## config.mk

```make
export PLATFORM = sky130hd
export DESIGN_NAME = pc_fetch_ctrl
export DESIGN_NICKNAME = d
export VERILOG_FILES = /design/src/rtl/pc_fetch_ctrl.sv
export SDC_FILE = /design/constraint.sdc
export NUM_CORES = 1
export LEC_CHECK = 0
export ABC_AREA = 1
export CORE_MARGIN = 5
export CORE_UTILIZATION = 30
export DETAILED_ROUTE_END_ITERATION = 6
export PLACE_DENSITY_LB_ADDON = 0.12
export RECOVER_POWER = 25
export SLEW_MARGIN = 5
export SYNTH_ARGS = -nofsm -noshare
export SYNTH_HDL_FRONTEND = slang
export SYNTH_SLANG_ARGS = --single-unit
```

## constraint.sdc

```tcl
create_clock -name clk -period 7.3 [get_ports clk]
set_input_delay 1.46 -clock clk [delete_from_list [all_inputs] [get_ports clk]]
set_output_delay 1.46 -clock clk [all_outputs]
set_load 0.01 [all_outputs]
```

## src/rtl/pc_fetch_ctrl.sv

```systemverilog
// Instruction fetch controller: issues sequential fetch requests, tags them with
// their PC, cancels in-flight fetches on redirect and buffers results for decode.
module pc_fetch_ctrl #(
  parameter int                ADDR_W   = 32,
  parameter logic [ADDR_W-1:0] RESET_PC = 32'hbfc00000,
  parameter int                PC_STEP  = 4,
  parameter int                MAX_OUT  = 2
) (
  input  logic              clk,
  input  logic              rst,
  input  logic              stall,
  input  logic              flush,
  input  logic [ADDR_W-1:0] flush_pc,
  input  logic              branch,
  input  logic [ADDR_W-1:0] b_addr,
  output logic              inst_req,
  output logic [ADDR_W-1:0] inst_addr,
  input  logic              inst_addr_ok,
  input  logic              inst_data_ok,
  input  logic [ADDR_W-1:0] inst_rdata,
  output logic              if_valid,
  output logic [ADDR_W-1:0] if_pc,
  output logic [ADDR_W-1:0] if_inst
);

  // Handshakes: a request is accepted in any cycle where inst_req and
  // inst_addr_ok are both high; a response is one inst_data_ok pulse, in
  // request order; decode consumes the head whenever if_valid is high and
  // stall is low.

  localparam int CNT_W = $clog2(MAX_OUT + 1);
  localparam int PTR_W = (MAX_OUT > 1) ? $clog2(MAX_OUT) : 1;
  // Stale responses can pile up across back-to-back redirects, so the
  // cancel counter gets headroom beyond MAX_OUT and saturates.
  localparam int CAN_W = CNT_W + 4;

  localparam logic [CNT_W:0]   MAX_OUT_C = (CNT_W + 1)'(MAX_OUT);
  localparam logic [PTR_W-1:0] LAST_PTR  = PTR_W'(MAX_OUT - 1);

  logic              ce;
  logic [ADDR_W-1:0] pc;

  logic [ADDR_W-1:0] tag_mem [MAX_OUT];
  logic [PTR_W-1:0]  tag_rd;
  logic [PTR_W-1:0]  tag_wr;
  logic [CNT_W-1:0]  outstanding;

  logic [ADDR_W-1:0] res_pc   [MAX_OUT];
  logic [ADDR_W-1:0] res_inst [MAX_OUT];
  logic [PTR_W-1:0]  res_rd;
  logic [PTR_W-1:0]  res_wr;
  logic [CNT_W-1:0]  fifo_count;

  logic [CAN_W-1:0]  cancel_cnt;

  logic              redirect;
  logic [ADDR_W-1:0] redirect_pc;
  logic [CNT_W:0]    occupancy;
  logic              accept;
  logic              drop;
  logic              take;
  logic              push;
  logic              pop;
  logic [CAN_W:0]    cancel_sum;
  logic [CAN_W-1:0]  cancel_next;

  function automatic logic [PTR_W-1:0] ptr_inc(input logic [PTR_W-1:0] p);
    if (p == LAST_PTR) return '0;
    return p + 1'b1;
  endfunction

  always_comb begin
    redirect    = flush | branch;
    redirect_pc = flush ? flush_pc : b_addr;
    occupancy   = {1'b0, outstanding} + {1'b0, fifo_count};

    inst_addr = pc;
    inst_req  = ~rst & ce & ~stall & ~redirect & (occupancy < MAX_OUT_C);
    accept    = inst_req & inst_addr_ok;

    // A response either retires a cancelled fetch or the oldest live one.
    drop = inst_data_ok & (cancel_cnt != '0);
    take = inst_data_ok & (cancel_cnt == '0) & (outstanding != '0);
    push = take & ~redirect;

    if_valid = ~rst & (fifo_count != '0) & ~redirect;
    if_pc    = res_pc[res_rd];
    if_inst  = res_inst[res_rd];
    pop      = if_valid & ~stall;

    cancel_sum  = {1'b0, cancel_cnt} - (CAN_W + 1)'(drop)
                + (CAN_W + 1)'(outstanding) - (CAN_W + 1)'(take);
    cancel_next = cancel_sum[CAN_W] ? '1 : cancel_sum[CAN_W-1:0];
  end

  always_ff @(posedge clk) begin
    if (rst) begin
      ce          <= 1'b0;
      pc          <= RESET_PC;
      tag_rd      <= '0;
      tag_wr      <= '0;
      outstanding <= '0;
      res_rd      <= '0;
      res_wr      <= '0;
      fifo_count  <= '0;
      cancel_cnt  <= '0;
    end else begin
      ce <= 1'b1;

      // The PC only moves once fetching is enabled; redirects ignore stall.
      if (ce) begin
        if (redirect) begin
          pc <= redirect_pc;
        end else if (accept) begin
          pc <= pc + ADDR_W'(PC_STEP);
        end
      end

      if (redirect) begin
        tag_rd      <= '0;
        tag_wr      <= '0;
        outstanding <= '0;
        res_rd      <= '0;
        res_wr      <= '0;
        fifo_count  <= '0;
        cancel_cnt  <= cancel_next;
      end else begin
        if (accept) tag_wr <= ptr_inc(tag_wr);
        if (take)   tag_rd <= ptr_inc(tag_rd);
        outstanding <= outstanding + CNT_W'(accept) - CNT_W'(take);

        if (drop) cancel_cnt <= cancel_cnt - 1'b1;

        if (push) res_wr <= ptr_inc(res_wr);
        if (pop)  res_rd <= ptr_inc(res_rd);
        fifo_count <= fifo_count + CNT_W'(push) - CNT_W'(pop);
      end
    end
  end

  // Storage arrays carry no reset; the pointers and counts define validity.
  always_ff @(posedge clk) begin
    if (!rst && accept) tag_mem[tag_wr] <= pc;
    if (!rst && push) begin
      res_pc[res_wr]   <= tag_mem[tag_rd];
      res_inst[res_wr] <= inst_rdata;
    end
  end

endmodule

```

# After elaboration in Yosys (flattened, before gate mapping)
# Memories as Yosys holds them, arrays and structs flattened. A register that Yosys moved wholly into a read port is not among the register bits.
# Index checks and enable logic that the tools add are counted.
[op_classes]
add_sub_neg = 14
n_lt_le_gt_ge = 1
reduce_logical = 11
n_mux = 41
n_bitwise = 16
[ops]
columns = ["operator", "n"]
rows = [
  ["$mux W32", 3],
  ["$mux W1", 35],
  ["$add A32 B3 Y32 const B", 1],
  ["$mux W6", 3],
  ["$and A1 B1 Y1", 12],
  ["$reduce_bool A2 Y1", 4],
  ["$add A7 B2 Y7", 1],
  ["$sub A6 B1 Y7", 1],
  ["$sub A7 B1 Y7", 1],
  ["$logic_not A6 Y1", 1],
  ["$reduce_bool A6 Y1", 1],
  ["$sub A6 B1 Y6 const B", 1],
  ["$add A1 B1 Y1 const B", 4],
  ["$add A2 B1 Y2", 2],
  ["$sub A2 B1 Y2", 2],
  ["$add A2 B2 Y3", 1],
  ["$lt A3 B2 Y1 const B", 1],
  ["$not A1 Y1", 3],
  ["$logic_and A1 B1 Y1", 2],
  ["$reduce_and A2 Y1", 1],
  ["$reduce_or A2 Y1", 1],
  ["$logic_not A1 Y1", 1],
  ["$or A1 B1 Y1", 1],
]
[word_totals]
inputBits = 103
memories = 3
elab_cells = 95
output_inout_bits = 98
register_bits = 47
mem_bits_rw = 192
[mem_list]
columns = ["memory", "words", "word_bits", "rd", "rd_clocked_by_memory_dff", "wr", "line", "source"]
rows = [
  ["res_inst", 2, 32, 1, 1, 1, "49", "logic [ADDR_W-1:0] res_inst [MAX_OUT];"],
  ["res_pc", 2, 32, 1, 1, 1, "48", "logic [ADDR_W-1:0] res_pc [MAX_OUT];"],
  ["tag_mem", 2, 32, 1, 1, 1, "43", "logic [ADDR_W-1:0] tag_mem [MAX_OUT];"],
]

# Longest topological paths before layout
[depth]
ltp_word = 10
depth_mapped = 21

# Least setup slack after synthesis
# No wires, ideal clock.
[synth_timing]
kind = "in2reg"
startpoint = "input port inst_data_ok"
endpoint = "memory res_inst[0][0] (enable)"
setup_slack_ps = 301
cell_stages = 4
n_path_buf = 0
setup_ps = 564
t_required_ps = 6736
arrival_time_ps = 6434
cell_sequence = "inv_1 nor3_1 inv_1 nor3_1"
[synth_via]
elab_chain_cells = 6
[synth_lines]
columns = ["element", "line", "source"]
rows = [
  ["start: declaration", "19", "input logic inst_data_ok,"],
  ["$and A1 B1 Y1 (2 in a row)", "83", "take = inst_data_ok & (cancel_cnt == '0) & (outstanding != '0);"],
  ["named net take", "61", "logic take;"],
  ["$and A1 B1 Y1", "84", "push = take & ~redirect;"],
  ["$logic_and A1 B1 Y1", "144", "if (!rst && push) begin"],
  ["$mux W1", "144", ""],
  ["$mux W1 (implied by the code)", "146", "res_inst[res_wr] <= inst_rdata;"],
  ["end: declaration", "49", ""],
]
# The timed path passes the listed nets, and every way through them passes these cells.

# Worst setup path in the final report
[layout_timing]
startpoint = "input port branch"
endpoint = "output port inst_req"
[layout_via]
elab_chain_cells = 4
[layout_lines]
columns = ["element", "line", "source"]
rows = [
  ["start: declaration", "14", "input logic branch,"],
  ["$or A1 B1 Y1", "73", "redirect = flush | branch;"],
  ["$not A1 Y1", "78", "inst_req = ~rst & ce & ~stall & ~redirect & (occupancy < MAX_OUT_C);"],
  ["$and A1 B1 Y1 (2 in a row)", "78", ""],
  ["end: declaration", "16", "output logic inst_req,"],
]
# No other way between the ends.

==> flow_summary.json <==
{
  "synth-warning-count": 0,
  "pin_count": 201,
  "antenna_cells": 0,
  "post_drt_wl_per_cell_um": 17.46,
  "fin_skew_ns": 0.01322,
  "htreeDepth": 1,
  "rows": 69,
  "clk_pin_slew_ns": 0.06,
  "drc": 0,
  "grt_max_degree": 59,
  "ant_nets": 0,
  "clock-root-buffer": "clkbuf_16",
  "ctsResizeCount": 0,
  "synth_top_area_cell": "edfxtp_1",
  "synth_cells": 965,
  "synth_area_um2": 10830,
  "cts_tree": "done",
  "drive_gt1_frac": 0.1145,
  "synth_area_leaders": "edfxtp_1 53%, mux2_2 10%, dfxtp_1 9.1%",
  "grt_use_total": 0.1397,
  "status": "finished with violations",
  "dpl_worst_slack_ns": 2.247,
  "cts_setup_buffers": 0,
  "setup_violations": 0,
  "drv_cap": 1,
  "synth_compound_area_frac": 0.05382,
  "routabilityCongestion": 0.8486,
  "clkLatencyLatePin_ns": 0.53,
  "fmax_mhz": 201.9,
  "tns_ns": 0,
  "async_flop_share": 0,
  "hpwlAfterDp_um": 19840,
  "vias": 7448,
  "synth_top_family_by_area": "simple AND/OR/NAND/NOR gates",
  "wl_um": 28790,
  "dieArea_um2": 40010,
  "violations": "capacitance limit, slew limit",
  "crit_fanout": 13,
  "synth_ff_type": "edfxtp_1",
  "synth_adder_area_share": 0.02702,
  "clockBufferDepth": 3,
  "synth_mux_area_frac": 0.09978,
  "grt_first_pass_wirelength_um": 43460,
  "drv_slew": 33,
  "synth_cell_type_count": 33,
  "fin_nets": 1293,
  "port_buffers": 200,
  "syn2layout_area_growth_pct": 30.87,
  "fin_crit_ns": 4.952,
  "maxSlewHeadroom": -0.3779,
  "path_class": "input port to primary output",
  "setup_ws_ns": 2.348,
  "hold_violations": 0,
  "worstSetupStartpointType": "input port",
  "synth_seq_cells": 241,
  "fp.dieH_um": 200.0,
  "cts_buffers": 27,
  "antenna_found_initial": 0,
  "worstMarginPinSlew_ns": 2.067,
  "cp.required_ns": 5.84,
  "p_per_area_nw_per_um2": 235.0,
  "rsz0062_at_grt": "no",
  "hold_path.class": "flop to flop",
  "cp.arrival_ns": 3.49,
  "cts_hold_buf": 0,
  "avgViaCountPerCell": 4.517,
  "die_w_um": 200.0,
  "drtIter0Drc": 413,
  "placeableCoreArea_um2": 35570,
  "endpoint_kind": "primary output",
  "leakagePower_nw": 5.164,
  "vdd_drop_max_v": 0.0001447,
  "finalCritPeriodShare": 0.6784,
  "first_global_vias": 7495,
  "synthDominantCellAreaShare": 0.5322,
  "synthXorXnorAreaFrac": 0.01213,
  "syn_nets": 1089,
  "initial_utilization": 0.3046,
  "clkSinkCount": 241,
  "avgSynthCellArea_um2": 11.23,
  "grt_overflow": 0,
  "synth_edf_count": 192,
  "dr.pass1.iters": 4,
  "synth-simple-area-share": 0.1410,
  "ys_seq_area_frac": 0.6227
}
==> placed cells by master (no fill, tap or decap), types with 3 or more instances in the layout <==
cell / n
a21oi_1: 43
a31oi_1: 5
buf_4: 10
clkbuf_1: 6
clkbuf_16: 27
clkbuf_8: 4
clkdlybuf4s50_1: 198
clkinv_1: 4
clkinv_2: 5
dfxtp_1: 48
edfxtp_1: 192
fa_1: 4
ha_1: 17
inv_1: 71
mux2_1: 27
mux2_2: 69
nand2_1: 186
nand3_1: 27
nand3b_1: 4
nor2_1: 133
nor2_2: 3
nor3_1: 5
o21ai_0: 50
o21ai_1: 9
o22ai_1: 3
or2_2: 4
xnor2_1: 3
xor2_1: 12
==> flip-flops by register name, summed over array words and instances (netlist names), named ones only <==
signal / flops
inst_addr: 32
tag_mem: 64
res_rd: 1
ce: 1
res_inst: 64
tag_rd: 1
res_pc: 64
cancel_cnt: 6
fifo_count: 2
tag_wr: 1
res_wr: 1
outstanding: 2
==> where the power goes <==
| group | internal (W) | switching, W |
|---|---|---|
| Sequential | 0.00151 | 0.0000464 |
| Combinational | 0.000202 | 0.000261 |
| Clock | 0.000784 | 0.000528 |
| Total | 0.00250 | 0.000836 |
==> final cells by class <==
cell class | count | area [um^2]
sequential | 241 | 6750
clock inverter | 12 | 107.6
multi-input combinational | 616 | 3641
clock buffer | 36 | 749.5
tap | 461 | 576.8
inverter | 72 | 272.8
timing repair buffer | 211 | 2081
fill | 3502 | 21390
==> cell usage after synthesis (2+ instances only) <==
cell / number
mux2_2: 96
xor2_1: 12
xnor2_1: 3
nor3_1: 7
nor2_1: 135
buf_6: 6
clkbuf_1: 14
ha_1: 17
nand3b_1: 4
edfxtp_1: 192
o21ai_0: 50
fa_1: 4
o21ai_1: 9
a31oi_1: 5
a21oi_1: 43
nand2_4: 2
nor2_2: 3
nand3_1: 27
buf_2: 12
buf_1: 3
inv_1: 71
nand2_1: 186
dfxtp_1: 49
or2_2: 4
o22ai_1: 3
==> cells by family (layout without fill, tap and decap cells) <==
family | count (synthesis) | count (layout)
flops | 241 | 241
xor+xnor | 15 | 15
mux | 96 | 96
simple gates | 371 | 371
buf+inv | 108 | 331
compound gates | 113 | 113
fa+ha+maj | 21 | 21
==> critical path, stage by stage <==
cell             delay [ns]
clkdlybuf4s50_1        0.76
nor2_8                 0.25
nand2_4                0.14
nor3_4                 0.29
clkdlybuf4s50_1        0.59
==> worst paths after layout <==
path                                                 start                          to  slack [ns]  cells past startpoint
worst min-delay path                   tag_rd$_SDFFE_PP0N_                        flop        0.47                      2
worst max-delay path                                branch                    inst_req        2.35                      5
worst min register to register         tag_rd$_SDFFE_PP0N_                        flop        0.47                      2
worst max register to register  cancel_cnt[3]$_SDFFE_PP0P_  cancel_cnt[2]$_SDFFE_PP0P_        3.44                     20
==> stage by stage <==
step           cells    util  power, W  instance area (um^2)  hold WS, ns
2_1_floorplan    965       -  0.001867                 10830       0.4474
3_3_place_gp    1601  0.3746  0.002050                 13330       0.4617
3_5_place_dp    1601  0.3746  0.002047                 13330       0.4677
4_1_cts         1649  0.3987  0.003378                 14180       0.4730
5_1_grt         1649  0.3986  0.003508                 14180       0.5120
6_report        1649  0.3986  0.003332                 14180       0.4701
==> layer usage <==
layer,GRT usage,up-vias,part of all wire
li1,-,3707,-
met1,0.1914,3492,0.45
met2,0.2221,201,0.45
met3,0.03223,48,0.075
met4,0.04277,0,0.028
met5,0,-,0
(Power assumes the default switching activity.)
